$ cat config.mk
export PLATFORM = sky130hd
export DESIGN_NAME = piezo_alert_sched
export DESIGN_NICKNAME = d
export VERILOG_FILES = /design/src/rtl/piezo_pkg.sv /design/src/rtl/alert_qual.sv /design/src/rtl/piezo_alert_sched.sv
export SDC_FILE = /design/constraint.sdc
export NUM_CORES = 1
export LEC_CHECK = 0
export BUFFER_PORTS_ARGS = -buffer_cell sky130_fd_sc_hd__clkbuf_2
export CAP_MARGIN = 40
export CORE_UTILIZATION = 40
export DETAILED_ROUTE_END_ITERATION = 10
export GPL_ROUTABILITY_DRIVEN = 1
export HOLD_SLACK_MARGIN = 0.06
export PLACE_DENSITY_LB_ADDON = 0.1
export SLEW_MARGIN = 30
export SYNTH_ARGS = -nofsm -noshare
export SYNTH_HDL_FRONTEND = slang
export SYNTH_SLANG_ARGS = --single-unit
$ cat constraint.sdc
create_clock -name clk -period 2.64 [get_ports clk]
set_input_delay 0.264 -clock clk [delete_from_list [all_inputs] [get_ports clk]]
set_output_delay 0.264 -clock clk [all_outputs]
set_load 0.005 [all_outputs]
$ cat src/rtl/piezo_pkg.sv
// Shared types and helpers for the piezo alert scheduler.
//   tone_sel_t    : code handed to the tone generator (none / 1.5 / 3 / 6.1 kHz)
//   sched_state_t : beep sequencer state
//   max3          : constant helper used to size the shared down-timer
//   pick_req      : fixed-priority arbitration (ovr > batt > norm)
package piezo_pkg;

  typedef enum logic [1:0] {
    TONE_NONE = 2'b00,
    TONE_NORM = 2'b01,
    TONE_BATT = 2'b10,
    TONE_OVR  = 2'b11
  } tone_sel_t;

  typedef enum logic [1:0] {
    IDLE = 2'b00,
    ON   = 2'b01,
    OFF  = 2'b10
  } sched_state_t;

  function automatic int max3(input int a, input int b, input int c);
    int m;
    m = (a > b) ? a : b;
    return (m > c) ? m : c;
  endfunction

  // norm_req is already gated by mute at the call site.
  function automatic tone_sel_t pick_req(input logic ovr, input logic batt,
                                         input logic norm_req);
    if (ovr)           return TONE_OVR;
    else if (batt)     return TONE_BATT;
    else if (norm_req) return TONE_NORM;
    else               return TONE_NONE;
  endfunction

endpackage

$ cat src/rtl/alert_qual.sv
// Level qualifier for one raw alert input.
// The qualified flag follows raw only after raw has differed from it for
// QUAL_CYC consecutive cycles; shorter excursions are discarded. Works the
// same way for assertion and deassertion.
// Ports:
//   clk, rst_n : clock, async active-low reset
//   raw        : unfiltered input level
//   qual       : qualified level (registered)
module alert_qual #(
  parameter int QUAL_CYC = 1024
) (
  input  logic clk,
  input  logic rst_n,
  input  logic raw,
  output logic qual
);

  localparam int CW = (QUAL_CYC > 1) ? $clog2(QUAL_CYC) : 1;
  localparam logic [CW-1:0] LAST = CW'(QUAL_CYC - 1);

  logic [CW-1:0] cnt;

  // cnt counts cycles of disagreement already seen; on the cycle where it
  // holds LAST the disagreement has lasted QUAL_CYC cycles, so flip.
  always_ff @(posedge clk or negedge rst_n) begin
    if (!rst_n) begin
      cnt  <= '0;
      qual <= 1'b0;
    end else if (raw == qual) begin
      cnt <= '0;
    end else if (cnt == LAST) begin
      cnt  <= '0;
      qual <= ~qual;
    end else begin
      cnt <= cnt + 1'b1;
    end
  end

endmodule

$ cat src/rtl/piezo_alert_sched.sv
// Piezo alert scheduler.
// Qualifies norm_mode / ovr_spd / batt_low, arbitrates them by priority and
// sequences the buzzer as beep (ON) / silence (OFF) bursts with one shared
// down-timer. Over-speed is the only condition that may cut into a running
// beep or silence; everything else waits for the next arbitration point.
// Ports:
//   clk, rst_n   : clock, async active-low reset
//   norm_mode    : raw, rider on / normal operation
//   ovr_spd      : raw, over-speed warning
//   batt_low     : raw, battery-low warning
//   mute         : suppresses the normal-mode chirp at arbitration time
//   tone_en      : buzzer on (registered)
//   tone_sel     : 00 none, 01 norm, 10 batt, 11 ovr (registered, 00 when off)
//   alert_active : q_ovr | q_batt, for the status LED
module piezo_alert_sched
  import piezo_pkg::*;
#(
  parameter int QUAL_CYC = 1024,
  parameter int BEEP_CYC = 16777216,
  parameter int GAP_CYC  = 16777216,
  parameter int REST_CYC = 50331648
) (
  input  logic       clk,
  input  logic       rst_n,
  input  logic       norm_mode,
  input  logic       ovr_spd,
  input  logic       batt_low,
  input  logic       mute,
  output logic       tone_en,
  output logic [1:0] tone_sel,
  output logic       alert_active
);

  localparam int TW = $clog2(max3(BEEP_CYC, GAP_CYC, REST_CYC)) + 1;

  // Timer is loaded with N-1 and expires on the cycle it reads zero, giving
  // exactly N cycles in the state.
  localparam logic [TW-1:0] BEEP_LD = TW'(BEEP_CYC - 1);
  localparam logic [TW-1:0] GAP_LD  = TW'(GAP_CYC - 1);
  localparam logic [TW-1:0] REST_LD = TW'(REST_CYC - 1);

  logic q_norm, q_ovr, q_batt, q_ovr_d;

  alert_qual #(.QUAL_CYC(QUAL_CYC)) u_qual_norm (
    .clk(clk), .rst_n(rst_n), .raw(norm_mode), .qual(q_norm)
  );
  alert_qual #(.QUAL_CYC(QUAL_CYC)) u_qual_ovr (
    .clk(clk), .rst_n(rst_n), .raw(ovr_spd), .qual(q_ovr)
  );
  alert_qual #(.QUAL_CYC(QUAL_CYC)) u_qual_batt (
    .clk(clk), .rst_n(rst_n), .raw(batt_low), .qual(q_batt)
  );

  sched_state_t  state;
  tone_sel_t     cur;
  tone_sel_t     sel_q;
  logic [TW-1:0] timer;

  logic      req_any;
  logic      ovr_rise;
  logic      timer_done;
  tone_sel_t next_sel;

  assign next_sel   = pick_req(q_ovr, q_batt, q_norm & ~mute);
  assign req_any    = (next_sel != TONE_NONE);
  assign ovr_rise   = q_ovr & ~q_ovr_d;
  assign timer_done = (timer == '0);

  assign tone_sel     = sel_q;
  assign alert_active = q_ovr | q_batt;

  // Outputs are registered alongside the state so tone_en/tone_sel change on
  // the same edge as the state and never depend combinationally on inputs.
  always_ff @(posedge clk or negedge rst_n) begin
    if (!rst_n) begin
      state   <= IDLE;
      cur     <= TONE_NONE;
      sel_q   <= TONE_NONE;
      tone_en <= 1'b0;
      timer   <= '0;
      q_ovr_d <= 1'b0;
    end else begin
      q_ovr_d <= q_ovr;
      case (state)
        IDLE: begin
          if (req_any) begin
            state   <= ON;
            cur     <= next_sel;
            sel_q   <= next_sel;
            tone_en <= 1'b1;
            timer   <= BEEP_LD;
          end
        end

        ON: begin
          if (ovr_rise && (cur != TONE_OVR)) begin
            // Over-speed cuts a lower-priority beep and starts its own.
            cur   <= TONE_OVR;
            sel_q <= TONE_OVR;
            timer <= BEEP_LD;
          end else if (timer_done) begin
            state   <= OFF;
            sel_q   <= TONE_NONE;
            tone_en <= 1'b0;
            timer   <= (cur == TONE_OVR) ? GAP_LD : REST_LD;
          end else begin
            timer <= timer - 1'b1;
          end
        end

        OFF: begin
          if (ovr_rise) begin
            state   <= ON;
            cur     <= TONE_OVR;
            sel_q   <= TONE_OVR;
            tone_en <= 1'b1;
            timer   <= BEEP_LD;
          end else if (timer_done) begin
            if (req_any) begin
              state   <= ON;
              cur     <= next_sel;
              sel_q   <= next_sel;
              tone_en <= 1'b1;
              timer   <= BEEP_LD;
            end else begin
              state <= IDLE;
            end
          end else begin
            timer <= timer - 1'b1;
          end
        end

        default: begin
          state   <= IDLE;
          sel_q   <= TONE_NONE;
          tone_en <= 1'b0;
          timer   <= '0;
        end
      endcase
    end
  end

endmodule

==> flow_results.org <==
** Clocking
- Max Root-Sink Buffers :: 2
- Clock tree root driver cell :: sky130_fd_sc_hd__clkbuf_8
- Gates resized during post-CTS repair numbered 0.
- Clock Pin Slew Worst Setup and Hold Paths :: 0.09 ns
- The tree built by TritonCTS fans out to 68 sinks.
- Number of buffers created by CTS :: 9
- H-tree depth :: 3
- CTS tree :: done
- The clock reaches the later pin of the worst-skew pair after 0.36 ns.

** Detailed routing
- Once detail routing completed, the nets flagged for antenna violations numbered 0.
- Dividing the detail-routed via count by the number of cells gives 5.58.
- Count of vias placed by the detailed router :: 3451
- First-pass iteration count of the detailed router :: 4
- Final Routed Wirelength :: 10100 um
- Wirelength per Cell :: 16.3 um
- Remaining design rule violation count :: 0
- Drt initial violations :: 180

** Critical path
- Crit start category :: flop
- The largest individual stage delay along the critical path comes from the cell sky130_fd_sc_hd__or4_1.
- STA classifies the critical path endpoint as a flop.
- R2R Setup Slk :: 0.35 ns
- Worst reg-to-reg path cell count :: 7
- The startpoint identified for the worst register-to-register timing path is timer[0].
- The worst setup path is of the flop to flop kind.
- Delay of the slowest cell on the worst path :: 0.43 ns
- Traced cell by cell, the critical path runs through inv_1 > ha_1 > nor4b_2 > nand3_1 > or4_1 > xnor2_1 > a311o_1.
- In this run the worst setup path terminates at timer[14].
- Launching instance or port of the critical path :: timer[0]
- Worst Path Arrival :: 2.54 ns
- At the worst endpoint, the required time is 2.89 ns.
- The endpoint identified for the worst register-to-register timing path is timer[14].
- In this run the worst path has a maximum fanout of 5.

** Synth
- Syn nets :: 476
- Synth Area per Inst :: 8.92 um^2
- For this run, the number of Yosys warnings is 0.
- Area share of fa/ha/maj cells after synthesis :: 2.74%
- Netlist cell types :: 60
- Fraction of the yosys area taken by sequential cells :: 41.4%
- Compound-Gate Fraction of Synth Area :: 20.4%
- After synthesis, the share of cell area in mux cells is 1.89%.
- In this run, synthesis inferred 0 flip-flops with an integrated enable.
- Main combinational cell family by area after synthesis :: simple AND/OR/NAND/NOR gates
- Summing every instance area after synthesis gives 0.00411 mm^2.
- Cells after synthesis :: 461
- For this run, asynchronously set or reset flops after synthesis account for 100%.
- The synthesized design contains 68 register bits.
- For this run, the leading register cell type out of synthesis is sky130_fd_sc_hd__dfrtp_1.
- The synthesized netlist devotes 7.03% of its cell area to XOR and XNOR gates.
- The synthesized netlist devotes 22.5% of its cell area to simple gates.

** Floorplanning
- Chip height :: 103 um
- Once the floorplan was initialized, standard cells occupied 41.7% of the core.
- Die area :: 0.0107 mm^2
- From left edge to right edge, the die measures 103 um.
- Top-level I/O count :: 10
- Placeable Area :: 0.00986 mm^2
- Floorplan row count :: 36

** STA
- RSZ-0062 raised after global routing :: false
- Maximum clock frequency :: 0.437 GHz
- For the final database, setup skew stands at 0.0131 ns.
- Adding up every negative setup slack in the final design gives 0 ns.
- Final-report hold violation count :: 0
- Min Tclk post-route :: 2.29 ns
- Of the available clock period, the critical path in the final layout requires 86.7%.
- Max-slew headroom at the worst pin :: 55.6%
- Setup violation total in the final timing report :: 0
- Once routing completed, OpenROAD measured the worst setup slack at 0.352 ns.
- Final Max Tran Viols :: 0
- Transition time of the tightest slew-check pin :: 0.665 ns

** Global route
- Global routing consumed, over all layers together, 20.9% of the routing resources.
- Global-route wire length before repair :: 17100 um
- Number of global-route vias before repair :: 3394
- Total global routing overflow :: 0
- Entering global routing, the biggest net connects 29 pins.
- The number of antenna violations at the first check in global routing is 0.

** Finish
- Share of final-layout standard cells stronger than drive strength 1 :: 14.2%
- Count of filler cells inserted in the layout :: 940
- Antenna cell count :: 0
- The area growth from synthesis to layout is 12.7%.
- Final #Nets :: 496

** Pwr
- Peak supply drop :: 0.000300 V
- Leakage power summed over all cells :: 1.99 nW
- Pwr per Cell Area :: 882 mW/mm^2

** Outcome
- Status :: finished clean

** Worst hold path
- The min-delay analysis places its worst path in the category input pin to flop.

** Placement
- Port buffering added 9 buffers.
- Final estimated routing congestion in global placement :: 0.850
- Detailed Place HPWL :: 7020 um
- Timing analysis after detailed placement gives a worst setup slack of 0.347 ns.

** Job
- Max-cap violations in this run came to 0.
## final cells by class
type                            count  area (um^2)  area share (%)
Clock inverter                      6         93.8            2.02
Tap cell                          133          166            3.59
Multi-Input combinational cell    353         2240            48.4
Sequential cell                    68         1700            36.7
Timing Repair Buffer               35          243            5.23
Clock buffer                       10          138            2.97
Inverter                           14         52.6            1.13
## cells by family after synthesis
logic type      Yosys count
fa+ha+maj                 9
xor+xnor                 33
buf+inv                  40
mux                       7
flops                    68
compound gates          128
simple gates            176
## Yosys cell counts (3+ instances only)
| cell | number | area share (%) |
|---|---|---|
| sky130_fd_sc_hd__o211a_1 | 3 | 0.73 |
| sky130_fd_sc_hd__nand4_1 | 4 | 0.61 |
| sky130_fd_sc_hd__nand2b_1 | 4 | 0.61 |
| sky130_fd_sc_hd__and3_1 | 9 | 1.4 |
| sky130_fd_sc_hd__dfrtp_1 | 68 | 41 |
| sky130_fd_sc_hd__a21o_1 | 13 | 2.4 |
| sky130_fd_sc_hd__xor2_1 | 17 | 3.6 |
| sky130_fd_sc_hd__a21oi_1 | 19 | 2.3 |
| sky130_fd_sc_hd__o211ai_1 | 4 | 0.73 |
| sky130_fd_sc_hd__nand2_1 | 24 | 2.2 |
| sky130_fd_sc_hd__ha_1 | 9 | 2.7 |
| sky130_fd_sc_hd__nand3_1 | 19 | 2.3 |
| sky130_fd_sc_hd__a31oi_1 | 6 | 0.91 |
| sky130_fd_sc_hd__o31ai_1 | 5 | 0.91 |
| sky130_fd_sc_hd__o31a_1 | 3 | 0.64 |
| sky130_fd_sc_hd__or2_2 | 5 | 0.76 |
| sky130_fd_sc_hd__a311o_1 | 3 | 0.73 |
| sky130_fd_sc_hd__o21ai_0 | 45 | 5.5 |
| sky130_fd_sc_hd__nor3_1 | 28 | 3.4 |
| sky130_fd_sc_hd__and2_1 | 5 | 0.76 |
| sky130_fd_sc_hd__xnor2_1 | 16 | 3.4 |
| sky130_fd_sc_hd__clkbuf_1 | 21 | 1.9 |
| sky130_fd_sc_hd__o22ai_1 | 3 | 0.46 |
| sky130_fd_sc_hd__or4_1 | 4 | 0.73 |
| sky130_fd_sc_hd__or3_1 | 4 | 0.61 |
| sky130_fd_sc_hd__nor4_1 | 5 | 0.76 |
| sky130_fd_sc_hd__o21a_1 | 4 | 0.73 |
| sky130_fd_sc_hd__inv_1 | 14 | 1.3 |
| sky130_fd_sc_hd__nor3b_1 | 3 | 0.55 |
| sky130_fd_sc_hd__mux2_2 | 6 | 1.6 |
| sky130_fd_sc_hd__nor2b_1 | 4 | 0.61 |
| sky130_fd_sc_hd__nor2_1 | 48 | 4.4 |
## placed cells by master, fill, tap and decap left out, types with 5 or more instances in the layout
master,n
sky130_fd_sc_hd__clkbuf_8,10
sky130_fd_sc_hd__o21ai_0,45
sky130_fd_sc_hd__a31oi_1,6
sky130_fd_sc_hd__nand3_1,19
sky130_fd_sc_hd__clkbuf_2,8
sky130_fd_sc_hd__nor3_1,28
sky130_fd_sc_hd__o31ai_1,5
sky130_fd_sc_hd__buf_4,25
sky130_fd_sc_hd__mux2_2,6
sky130_fd_sc_hd__ha_1,9
sky130_fd_sc_hd__dfrtp_1,68
sky130_fd_sc_hd__or2_2,5
sky130_fd_sc_hd__xor2_1,17
sky130_fd_sc_hd__a21oi_1,19
sky130_fd_sc_hd__xnor2_1,16
sky130_fd_sc_hd__nor4_1,5
sky130_fd_sc_hd__and2_1,5
sky130_fd_sc_hd__nor2_1,48
sky130_fd_sc_hd__and3_1,9
sky130_fd_sc_hd__nand2_1,24
sky130_fd_sc_hd__inv_1,14
sky130_fd_sc_hd__a21o_1,13
## worst min-delay path by stage
stage / from / end / slack, ns / cells after the start
finish: ovr_spd / u_qual_ovr.qual / 0.17 / 2
floorplan: rst_n / cur[0] / -0.03 / 0
detailed placement: rst_n / timer[20] / 0.29 / 1
global placement: rst_n / timer[20] / 0.29 / 1
global route: batt_low / u_qual_batt.qual / 0.15 / 2
CTS: batt_low / u_qual_batt.qual / 0.16 / 2
## stage by stage
stage / util (%) / hold slack [ns] / power (mW) / area (um^2) / instances
after floorplan: - / -0.0316 / 2.64 / 4110 / 461
after global placement: 44.6 / 0.290 / 3.04 / 4400 / 602
after detailed placement: 44.6 / 0.295 / 3.06 / 4400 / 602
after CTS: 47.0 / 0.157 / 4.11 / 4640 / 619
after global routing: 47.0 / 0.149 / 4.39 / 4640 / 619
final: 47.0 / 0.168 / 4.09 / 4640 / 619
## power breakdown
| group | total (mW) | switching (mW) | internal (mW) |
|---|---|---|---|
| Sequential | 1.62 | 0.333 | 1.28 |
| Clock | 1.03 | 0.462 | 0.568 |
| Combinational | 1.44 | 0.751 | 0.694 |
## state kept, by name (all words and copies together), names as in the netlist
register	cells
cur	2
u_qual_norm.qual	1
u_qual_batt.cnt	10
tone_sel	2
q_ovr_d	1
tone_en	1
timer	27
u_qual_norm.cnt	10
u_qual_batt.qual	1
state	2
u_qual_ovr.qual	1
u_qual_ovr.cnt	10
## metal layers
metal  share of wire (%)  global-route usage (%)  vias up
met5                   0                       0        -
met4                 1.2                    6.39        0
met1                  48                    28.1     1650
met3                 4.6                    4.17       14
li1                    -                       -     1716
met2                  46                    34.2       71
## critical path: cells and delay by family, from the launching register on
kind / cells / cell delay (ns)
flops: 1 / 0.41
xor+xnor: 1 / 0.14
simple gates: 3 / 0.95
fa+ha+maj: 1 / 0.23
compound gates: 1 / 0.35
buf+inv: 1 / 0.11
## repair_timing
item,CTS,global route
hold buffers,1,0
endpoints found under the hold margin,21,0
buffers inserted,0,0
setup endpoints to repair,0,0
Power figures use the tool's default switching activity.
